==> src/rtl/mem_ctrl_pkg.sv <==
// Shared definitions for the zoom-pipeline memory-access sequencer:
// op codes, FSM states and the per-group read/write count table.
package mem_ctrl_pkg;

  localparam logic [2:0] OP_RD  = 3'b001;
  localparam logic [2:0] OP_WR  = 3'b010;
  localparam logic [2:0] OP_NHI = 3'b011;
  localparam logic [2:0] OP_PR  = 3'b100;
  localparam logic [2:0] OP_NH  = 3'b101;
  localparam logic [2:0] OP_BA  = 3'b110;

  localparam int unsigned CntW = 16;

  typedef enum logic [1:0] {
    StIdle  = 2'd0,
    StRead  = 2'd1,
    StWrite = 2'd2
  } state_e;

  typedef struct packed {
    logic [CntW-1:0] rd;
    logic [CntW-1:0] wr;
  } rw_t;

  function automatic logic op_legal(input logic [2:0] op);
    return (op != 3'b000) && (op != 3'b111);
  endfunction

  function automatic logic single_group(input logic [2:0] op);
    return (op == OP_RD) || (op == OP_WR);
  endfunction

  // Reads and writes issued per group for a given algorithm and zoom exponent.
  function automatic rw_t per_group_rw(input logic [2:0] op, input logic [2:0] z);
    rw_t rw;
    rw = '0;
    case (op)
      OP_RD:  rw.rd = CntW'(1);
      OP_WR:  rw.wr = CntW'(1);
      OP_NHI: begin rw.rd = CntW'(1); rw.wr = CntW'(1) << z;          end
      OP_PR:  begin rw.rd = CntW'(1); rw.wr = CntW'(1) << {z, 1'b0};  end
      OP_NH:  begin rw.rd = CntW'(1); rw.wr = CntW'(1);               end
      OP_BA:  begin rw.rd = CntW'(1) << z; rw.wr = CntW'(1);          end
      default: rw = '0;
    endcase
    return rw;
  endfunction

endpackage

==> src/rtl/addr_stepper.sv <==
// Loadable frame-buffer pointer with a variable increment that wraps at MEM_DEPTH.
// o_ptr_next is the pointer value that will be held after the coming clock edge.
module addr_stepper #(
  parameter int unsigned ADDR_W    = 17,
  parameter int unsigned MEM_DEPTH = 76800
) (
  input  logic              i_clock,
  input  logic              i_reset,
  input  logic              i_load,
  input  logic [ADDR_W-1:0] i_load_val,
  input  logic              i_step,
  input  logic [ADDR_W-1:0] i_inc,
  output logic [ADDR_W-1:0] o_ptr_next
);

  localparam logic [ADDR_W:0] Depth = (ADDR_W+1)'(MEM_DEPTH);

  logic [ADDR_W-1:0] r_ptr;
  logic [ADDR_W:0]   w_sum;
  logic [ADDR_W-1:0] w_wrapped;

  always_comb begin
    w_sum     = {1'b0, r_ptr} + {1'b0, i_inc};
    w_wrapped = (w_sum >= Depth) ? ADDR_W'(w_sum - Depth) : ADDR_W'(w_sum);
    if (i_load) begin
      o_ptr_next = i_load_val;
    end else if (i_step) begin
      o_ptr_next = w_wrapped;
    end else begin
      o_ptr_next = r_ptr;
    end
  end

  always_ff @(posedge i_clock or posedge i_reset) begin
    if (i_reset) begin
      r_ptr <= '0;
    end else begin
      r_ptr <= o_ptr_next;
    end
  end

endmodule

==> src/rtl/mem_access_sequencer.sv <==
// Generates the read/write address stream of one zoom algorithm per command,
// holding every access for WAIT_CYCLES+1 cycles. All outputs are registered.
module mem_access_sequencer
  import mem_ctrl_pkg::*;
#(
  parameter int unsigned ADDR_W      = 17,
  parameter int unsigned MEM_DEPTH   = 76800,
  parameter int unsigned LEN_W       = 17,
  parameter int unsigned WAIT_CYCLES = 3,
  parameter int unsigned MAX_ZOOM    = 2
) (
  input  logic              i_clock,
  input  logic              i_reset,
  input  logic              i_enable,
  input  logic [2:0]        i_operation,
  input  logic [2:0]        i_current_zoom,
  input  logic [ADDR_W-1:0] i_addr_base,
  input  logic [ADDR_W-1:0] i_addr_dst,
  input  logic [LEN_W-1:0]  i_length,
  input  logic              i_abort,
  output logic [ADDR_W-1:0] o_addr_out,
  output logic              o_wr_enable,
  output logic              o_rd_valid,
  output logic              o_rd_last,
  output logic              o_done,
  output logic              o_err,
  output logic [LEN_W-1:0]  o_step_count
);

  localparam int unsigned    WcW    = (WAIT_CYCLES > 0) ? $clog2(WAIT_CYCLES + 1) : 1;
  localparam logic [WcW-1:0] WcLast = WcW'(WAIT_CYCLES);

  state_e            r_state, w_state_d;
  logic [2:0]        r_op, r_z;
  logic [LEN_W-1:0]  r_groups, r_step, w_step_d;
  logic [WcW-1:0]    r_wc, w_wc_d;
  logic [CntW-1:0]   r_rcnt, w_rcnt_d, r_wcnt, w_wcnt_d;
  logic [ADDR_W-1:0] r_addr, w_addr_d;
  logic              r_wr_en, r_rd_valid, r_rd_last, r_done, r_err;
  logic              w_rd_valid_d, w_rd_last_d, w_done_d, w_err_d;

  logic              w_accept, w_cmd_ok, w_start, w_len0, w_group_end;
  logic              w_src_load, w_src_step, w_dst_load, w_dst_step;
  logic [LEN_W-1:0]  w_groups_in;
  logic [ADDR_W-1:0] w_src_inc, w_src_next, w_dst_next;
  rw_t               w_rw_in, w_rw_q, w_rw_eff;

  // A command is only taken in a settled IDLE; the single done=0 cycle of a
  // zero-length command does not count as settled.
  assign w_accept    = (r_state == StIdle) && r_done && i_enable;
  assign w_cmd_ok    = op_legal(i_operation) && (32'(i_current_zoom) <= MAX_ZOOM);
  assign w_start     = w_accept && w_cmd_ok;
  assign w_groups_in = single_group(i_operation) ? LEN_W'(1) : i_length;
  assign w_rw_in     = per_group_rw(i_operation, i_current_zoom);
  assign w_rw_q      = per_group_rw(r_op, r_z);
  assign w_rw_eff    = w_start ? w_rw_in : w_rw_q;
  assign w_src_inc   = (r_op == OP_NH) ? (ADDR_W'(1) << r_z) : ADDR_W'(1);

  always_comb begin
    w_state_d   = r_state;
    w_wc_d      = r_wc;
    w_rcnt_d    = r_rcnt;
    w_wcnt_d    = r_wcnt;
    w_step_d    = r_step;
    w_src_load  = 1'b0;
    w_src_step  = 1'b0;
    w_dst_load  = 1'b0;
    w_dst_step  = 1'b0;
    w_err_d     = 1'b0;
    w_len0      = 1'b0;
    w_group_end = 1'b0;

    unique case (r_state)
      StIdle: begin
        if (w_accept) begin
          if (!w_cmd_ok) begin
            w_err_d = 1'b1;
          end else begin
            w_step_d   = '0;
            w_wc_d     = '0;
            w_rcnt_d   = '0;
            w_wcnt_d   = '0;
            w_src_load = 1'b1;
            w_dst_load = 1'b1;
            if (w_groups_in == '0) begin
              w_len0 = 1'b1;
            end else begin
              w_state_d = (w_rw_eff.rd != '0) ? StRead : StWrite;
            end
          end
        end
      end
      StRead: begin
        if (i_abort) begin
          w_state_d = StIdle;
        end else if (r_wc == WcLast) begin
          w_wc_d     = '0;
          w_src_step = 1'b1;
          if (r_rcnt == w_rw_eff.rd - CntW'(1)) begin
            w_rcnt_d = '0;
            if (w_rw_eff.wr != '0) begin
              w_state_d = StWrite;
            end else begin
              w_group_end = 1'b1;
            end
          end else begin
            w_rcnt_d = r_rcnt + CntW'(1);
          end
        end else begin
          w_wc_d = r_wc + WcW'(1);
        end
      end
      StWrite: begin
        if (i_abort) begin
          w_state_d = StIdle;
        end else if (r_wc == WcLast) begin
          w_wc_d     = '0;
          w_dst_step = 1'b1;
          if (r_wcnt == w_rw_eff.wr - CntW'(1)) begin
            w_wcnt_d    = '0;
            w_group_end = 1'b1;
          end else begin
            w_wcnt_d = r_wcnt + CntW'(1);
          end
        end else begin
          w_wc_d = r_wc + WcW'(1);
        end
      end
      default: w_state_d = StIdle;
    endcase

    if (w_group_end) begin
      w_step_d = r_step + LEN_W'(1);
      if (w_step_d == r_groups) begin
        w_state_d = StIdle;
      end else begin
        w_state_d = (w_rw_eff.rd != '0) ? StRead : StWrite;
      end
    end

    // Outputs are computed from the next state so they are valid from the
    // first cycle of each window.
    unique case (w_state_d)
      StRead:  w_addr_d = w_src_next;
      StWrite: w_addr_d = w_dst_next;
      default: w_addr_d = r_addr;
    endcase
    w_rd_valid_d = (w_state_d == StRead) && (w_wc_d == WcLast);
    w_rd_last_d  = w_rd_valid_d && (w_rcnt_d == w_rw_eff.rd - CntW'(1));
    w_done_d     = (w_state_d == StIdle) && !w_len0;
  end

  always_ff @(posedge i_clock or posedge i_reset) begin
    if (i_reset) begin
      r_state    <= StIdle;
      r_op       <= '0;
      r_z        <= '0;
      r_groups   <= '0;
      r_step     <= '0;
      r_wc       <= '0;
      r_rcnt     <= '0;
      r_wcnt     <= '0;
      r_addr     <= '0;
      r_wr_en    <= 1'b0;
      r_rd_valid <= 1'b0;
      r_rd_last  <= 1'b0;
      r_done     <= 1'b1;
      r_err      <= 1'b0;
    end else begin
      r_state    <= w_state_d;
      r_step     <= w_step_d;
      r_wc       <= w_wc_d;
      r_rcnt     <= w_rcnt_d;
      r_wcnt     <= w_wcnt_d;
      r_addr     <= w_addr_d;
      r_wr_en    <= (w_state_d == StWrite);
      r_rd_valid <= w_rd_valid_d;
      r_rd_last  <= w_rd_last_d;
      r_done     <= w_done_d;
      r_err      <= w_err_d;
      if (w_start) begin
        r_op     <= i_operation;
        r_z      <= i_current_zoom;
        r_groups <= w_groups_in;
      end
    end
  end

  addr_stepper #(
    .ADDR_W    (ADDR_W),
    .MEM_DEPTH (MEM_DEPTH)
  ) u_src (
    .i_clock    (i_clock),
    .i_reset    (i_reset),
    .i_load     (w_src_load),
    .i_load_val (i_addr_base),
    .i_step     (w_src_step),
    .i_inc      (w_src_inc),
    .o_ptr_next (w_src_next)
  );

  addr_stepper #(
    .ADDR_W    (ADDR_W),
    .MEM_DEPTH (MEM_DEPTH)
  ) u_dst (
    .i_clock    (i_clock),
    .i_reset    (i_reset),
    .i_load     (w_dst_load),
    .i_load_val (i_addr_dst),
    .i_step     (w_dst_step),
    .i_inc      (ADDR_W'(1)),
    .o_ptr_next (w_dst_next)
  );

  assign o_addr_out   = r_addr;
  assign o_wr_enable  = r_wr_en;
  assign o_rd_valid   = r_rd_valid;
  assign o_rd_last    = r_rd_last;
  assign o_done       = r_done;
  assign o_err        = r_err;
  assign o_step_count = r_step;

endmodule

==> config.mk <==
export PLATFORM = sky130hd
export DESIGN_NAME = mem_access_sequencer
export DESIGN_NICKNAME = d
export VERILOG_FILES = /design/src/rtl/mem_ctrl_pkg.sv /design/src/rtl/addr_stepper.sv /design/src/rtl/mem_access_sequencer.sv
export SDC_FILE = /design/constraint.sdc
export NUM_CORES = 1
export LEC_CHECK = 0
export CORE_MARGIN = 2
export CORE_UTILIZATION = 48
export CTS_BUF_LIST = sky130_fd_sc_hd__clkbuf_2
export DETAILED_ROUTE_END_ITERATION = 16
export HOLD_SLACK_MARGIN = 0.15
export PLACE_DENSITY = 0.66
export REMOVE_ABC_BUFFERS = 1
export SYNTH_ARGS = -nofsm -noshare
export SYNTH_HDL_FRONTEND = slang
export SYNTH_SLANG_ARGS = --single-unit
==> constraint.sdc <==
create_clock -name i_clock -period 12.7 [get_ports i_clock]
set_clock_uncertainty 0.1 [all_clocks]
set_input_delay 2.54 -clock i_clock [delete_from_list [all_inputs] [get_ports i_clock]]
set_output_delay 2.54 -clock i_clock [all_outputs]
set_load 0.01 [all_outputs]
==> impl_metrics.csv <==
group,metric,value,unit
final_layout,final_cell_mix,"188 x nand2_1, 131 x dfrtp_1, 100 x nor2_1",
final_layout,design_area,12000,um^2
final_layout,drive_above_1_share,5.06,%
setup_path,path_cells,"clkdlybuf4s50_1, a21oi_1, and4_4, mux2i_1, ha_1, o41a_1, o21ai_0, o211ai_1, a2bb2oi_2, nand2_1, a2111oi_2, nor3b_1, a41oi_1, nand2b_1, mux2i_1, ha_1, and3_1, nand4_1, or4b_1, a311o_1, nor3_1, nand4bb_1, a2111oi_2",
power_and_ir_drop,design_power_total,2.25,mW
yosys,synth.avg_cell_area,7.78,um^2
final_layout,fin_nets,1498,
cts,clock_latency,0.73,ns
floorplan,ios,100,
cts,cts_setup_buffers,0,
route,routed_wl,30.6,mm
route,drt_iter0_drc,871,
placement,portBuffers,99,
yosys,synthDistinctLibCells,88,
cts,cts_resized,0,
route,ant_nets,0,
yosys,synth_area_leaders,"dfrtp_1 31%, nand2_1 6.6%, xnor2_1 4.4%",
setup_path,path_delay_family,"compound AO/OA/AOI/OAI gates",
floorplan,core-area,21800,um^2
status,status,"completed",
final_layout,fillCellCount,2093,
power_and_ir_drop,power_switching,1.08,mW
global_route,grt_max_degree,80,
cts,cts_root_buf,"clkbuf_2",
yosys,synth_seq_cells,132,
sta,rsz0062_at_grt,"no",
power_and_ir_drop,p_leak,4.79,nW
setup_path,crit_slowest_cell,"and4_4",
route,vias_per_cell,6.06,
route,num_vias,10300,
final_layout,area_growth,12.2,%
yosys,synth_ff_type,"dfrtp_1",
route,drc_errors,0,
route,dr.pass1.iters,7,
sta,setup_viol,0,
cts,cts_tree,"built",
floorplan,rows,54,
yosys,yosys.area.top_type_share,30.8,%
yosys,synth_cells,1370,
yosys,synth_edf_count,0,
sta,slew_headroom,33.7,%
power_and_ir_drop,internal_power,1.16,mW
yosys,yosysTopAreaCell,"dfrtp_1",
run,cap_violations,0,
floorplan,die_h,153,um
global_route,antenna_found_initial,1,
global_route,grt_remaining_overflow,0,
yosys,synthArstFlopShare,100,%
setup_path,max_stage_delay,0.65,ns
sta,hold_violations,0,
final_layout,mostFrequentLayoutCell,"nand2_1",
global_route,grt_pass1_wl,50.2,mm
floorplan,die_area,23400,um^2
global_route,first_global_vias,9698,
yosys,syn-cell-area,10700,um^2
power_and_ir_drop,p_clk_share,11.7,%
placement,dp_hpwl,21.9,mm
power_and_ir_drop,swShare,48.2,%
power_and_ir_drop,peakVddDrop,0.0990,mV
setup_path,crit_path_end_kind,"flip-flop",
setup_path,critPathKind,"in -> reg",
sta,final.setup.tns,0,ns
sta,post-route-period-util,75.1,%
worst_hold_path,hold_class,"reg -> reg",
yosys,ys_seq_area_share,31.0,%
floorplan,die_w,153,um
global_route,grtUsageTotal,26.0,%
placement,dpl_cell_area,11700,um^2
setup_path,start_kind,"input port",
yosys,yosys_warnings,0,
cts,clock_path_buffers,2,
cts,cts_hold_buf,0,
sta,worst_slew_pin_slew,0.995,ns
sta,slew_viol_final,0,
power_and_ir_drop,power_frac_comb,55.6,%
cts,path_clk_slew,0.23,ns
cts,clock_sinks,132,
sta,fin_crit,9.53,ns
power_and_ir_drop,seqPwrFrac,32.6,%
setup_path,critPathArrivalTime,10.06,ns
floorplan,start_util,48.8,%
placement,place_congestion,0.902,
cts,numCtsBuffers,17,
setup_path,required,13.22,ns
sta,timing.fmax,105,MHz
cts,htreeDepth,4,
route,wl_per_cell,18.0,um
setup_path,path_buf_inv,1,
power_and_ir_drop,power_per_cell_area,188,nW/um^2
setup_path,crit_path_max_fanout,50,
## worst register-to-register path, cell delays in order (launching register included)
cell       delay, ns
dfrtp_1         0.47
inv_1           0.13
ha_1            0.16
buf_4           0.19
and3_1          0.28
and4_4          0.60
mux2i_1         0.61
ha_1            0.29
o41a_1          0.28
o21ai_0         0.12
o211ai_1        0.49
a2bb2oi_2       0.21
nand2_1         0.09
a2111oi_2       0.49
nor3b_1         0.39
a41oi_1         0.16
nand2b_1        0.46
mux2i_1         0.33
ha_1            0.18
and3_1          0.18
nand4_1         0.07
or4b_1          0.48
a311o_1         0.28
nor3_1          0.26
nand4bb_1       0.17
a2111oi_2       0.30
## through the flow
| step | setup WS, ns | hold slack [ns] | instances | util [%] |
|---|---|---|---|---|
| 6_report | 3.17 | 0.419 | 1704 | 54.8 |
| 3_5_place_dp | 2.59 | 0.375 | 1671 | 53.7 |
| 3_3_place_gp | 2.86 | 0.373 | 1671 | 53.7 |
| 2_1_floorplan | 3.62 | 0.358 | 1279 | - |
| 5_1_grt | 2.68 | 0.441 | 1704 | 54.8 |
| 4_1_cts | 3.34 | 0.422 | 1703 | 54.8 |
## flip-flops by register name, indices dropped and copies added, names as in the netlist
| name | flops |
|---|---|
| r_rcnt | 16 |
| o_wr_enable | 1 |
| r_z | 3 |
| o_addr_out | 17 |
| r_op | 3 |
| r_groups | 17 |
| r_wc | 2 |
| r_wcnt | 16 |
| u_dst.r_ptr | 17 |
| o_done | 1 |
| o_rd_last | 1 |
| u_src.r_ptr | 17 |
| o_err | 1 |
| o_rd_valid | 1 |
| r_state | 2 |
| o_step_count | 17 |
## path summary, 6_finish.rpt
path                            slack (ns)     endpoint  depth (start not counted)              start
min in group asynchronous             2.17  r_groups[3]                          2            i_reset
worst min-delay path                  0.42  r_groups[5]                          2        r_groups[5]
worst max-delay path                  3.17    o_rd_last                         23  i_current_zoom[0]
max in group asynchronous             9.14   r_wcnt[12]                          3            i_reset
worst min register to register        0.42  r_groups[5]                          2        r_groups[5]
worst max register to register        4.82    o_rd_last                         25         r_state[1]
## area by class of cell
cell class | instances | area (um^2) | area share (%)
Multi-Input combinational cell | 1097 | 6790 | 56.8
Sequential cell | 132 | 3300 | 27.6
Timing Repair Buffer | 112 | 1090 | 9.11
Tap cell | 280 | 350 | 2.93
Inverter | 50 | 193 | 1.61
Clock inverter | 15 | 140 | 1.17
Clock buffer | 17 | 85.1 | 0.712
Antenna cell | 1 | 2.50 | 0.0209
## cell families (layout without fill, tap and decap cells)
kind of cell | Yosys count | in the layout | share of synthesized area (%)
compound gates | 337 | 337 | 21.0
xor+xnor | 90 | 90 | 7.40
fa+ha+maj | 27 | 27 | 3.24
buf+inv | 141 | 194 | 5.25
flops | 132 | 132 | 31.0
mux | 42 | 42 | 4.03
other cells | 0 | 1 | 0
simple gates | 601 | 601 | 28.1
## cells in the mapped netlist, types with 10 or more instances
library cell	number
o211ai_1	21
and3_1	28
a21o_1	10
nand3_1	69
o22ai_1	12
mux2i_1	35
a31oi_1	20
nand2b_1	17
nor4_1	12
o31ai_1	10
nand4_1	29
nand2_1	188
o21ai_0	88
nor3_1	49
and2_1	16
clkbuf_1	71
ha_1	26
a21oi_1	64
nor2b_1	20
nor2_1	100
buf_1	10
xnor2_1	53
or3_1	16
dfrtp_1	131
o21ai_1	11
inv_1	49
xor2_1	37
or2_2	10
## routing by layer
metal	GRT usage, %	vias up	routed length [um]
li1	-	5028	-
met2	41.0	341	14000
met3	3.37	32	1610
met4	6.83	0	432
met5	0	-	0
met1	37.7	4924	14600
## power groups by stage
| stage | sequential [mW] | combinational [mW] | clock (mW) |
|---|---|---|---|
| floorplan | 0.701 | 0.877 | 0 |
| global placement | 0.736 | 1.22 | 0 |
| detailed placement | 0.735 | 1.24 | 0 |
| CTS | 0.728 | 1.24 | 0.272 |
| global route | 0.757 | 1.39 | 0.290 |
| finish | 0.734 | 1.25 | 0.264 |
Power figures use the tool's default switching activity.
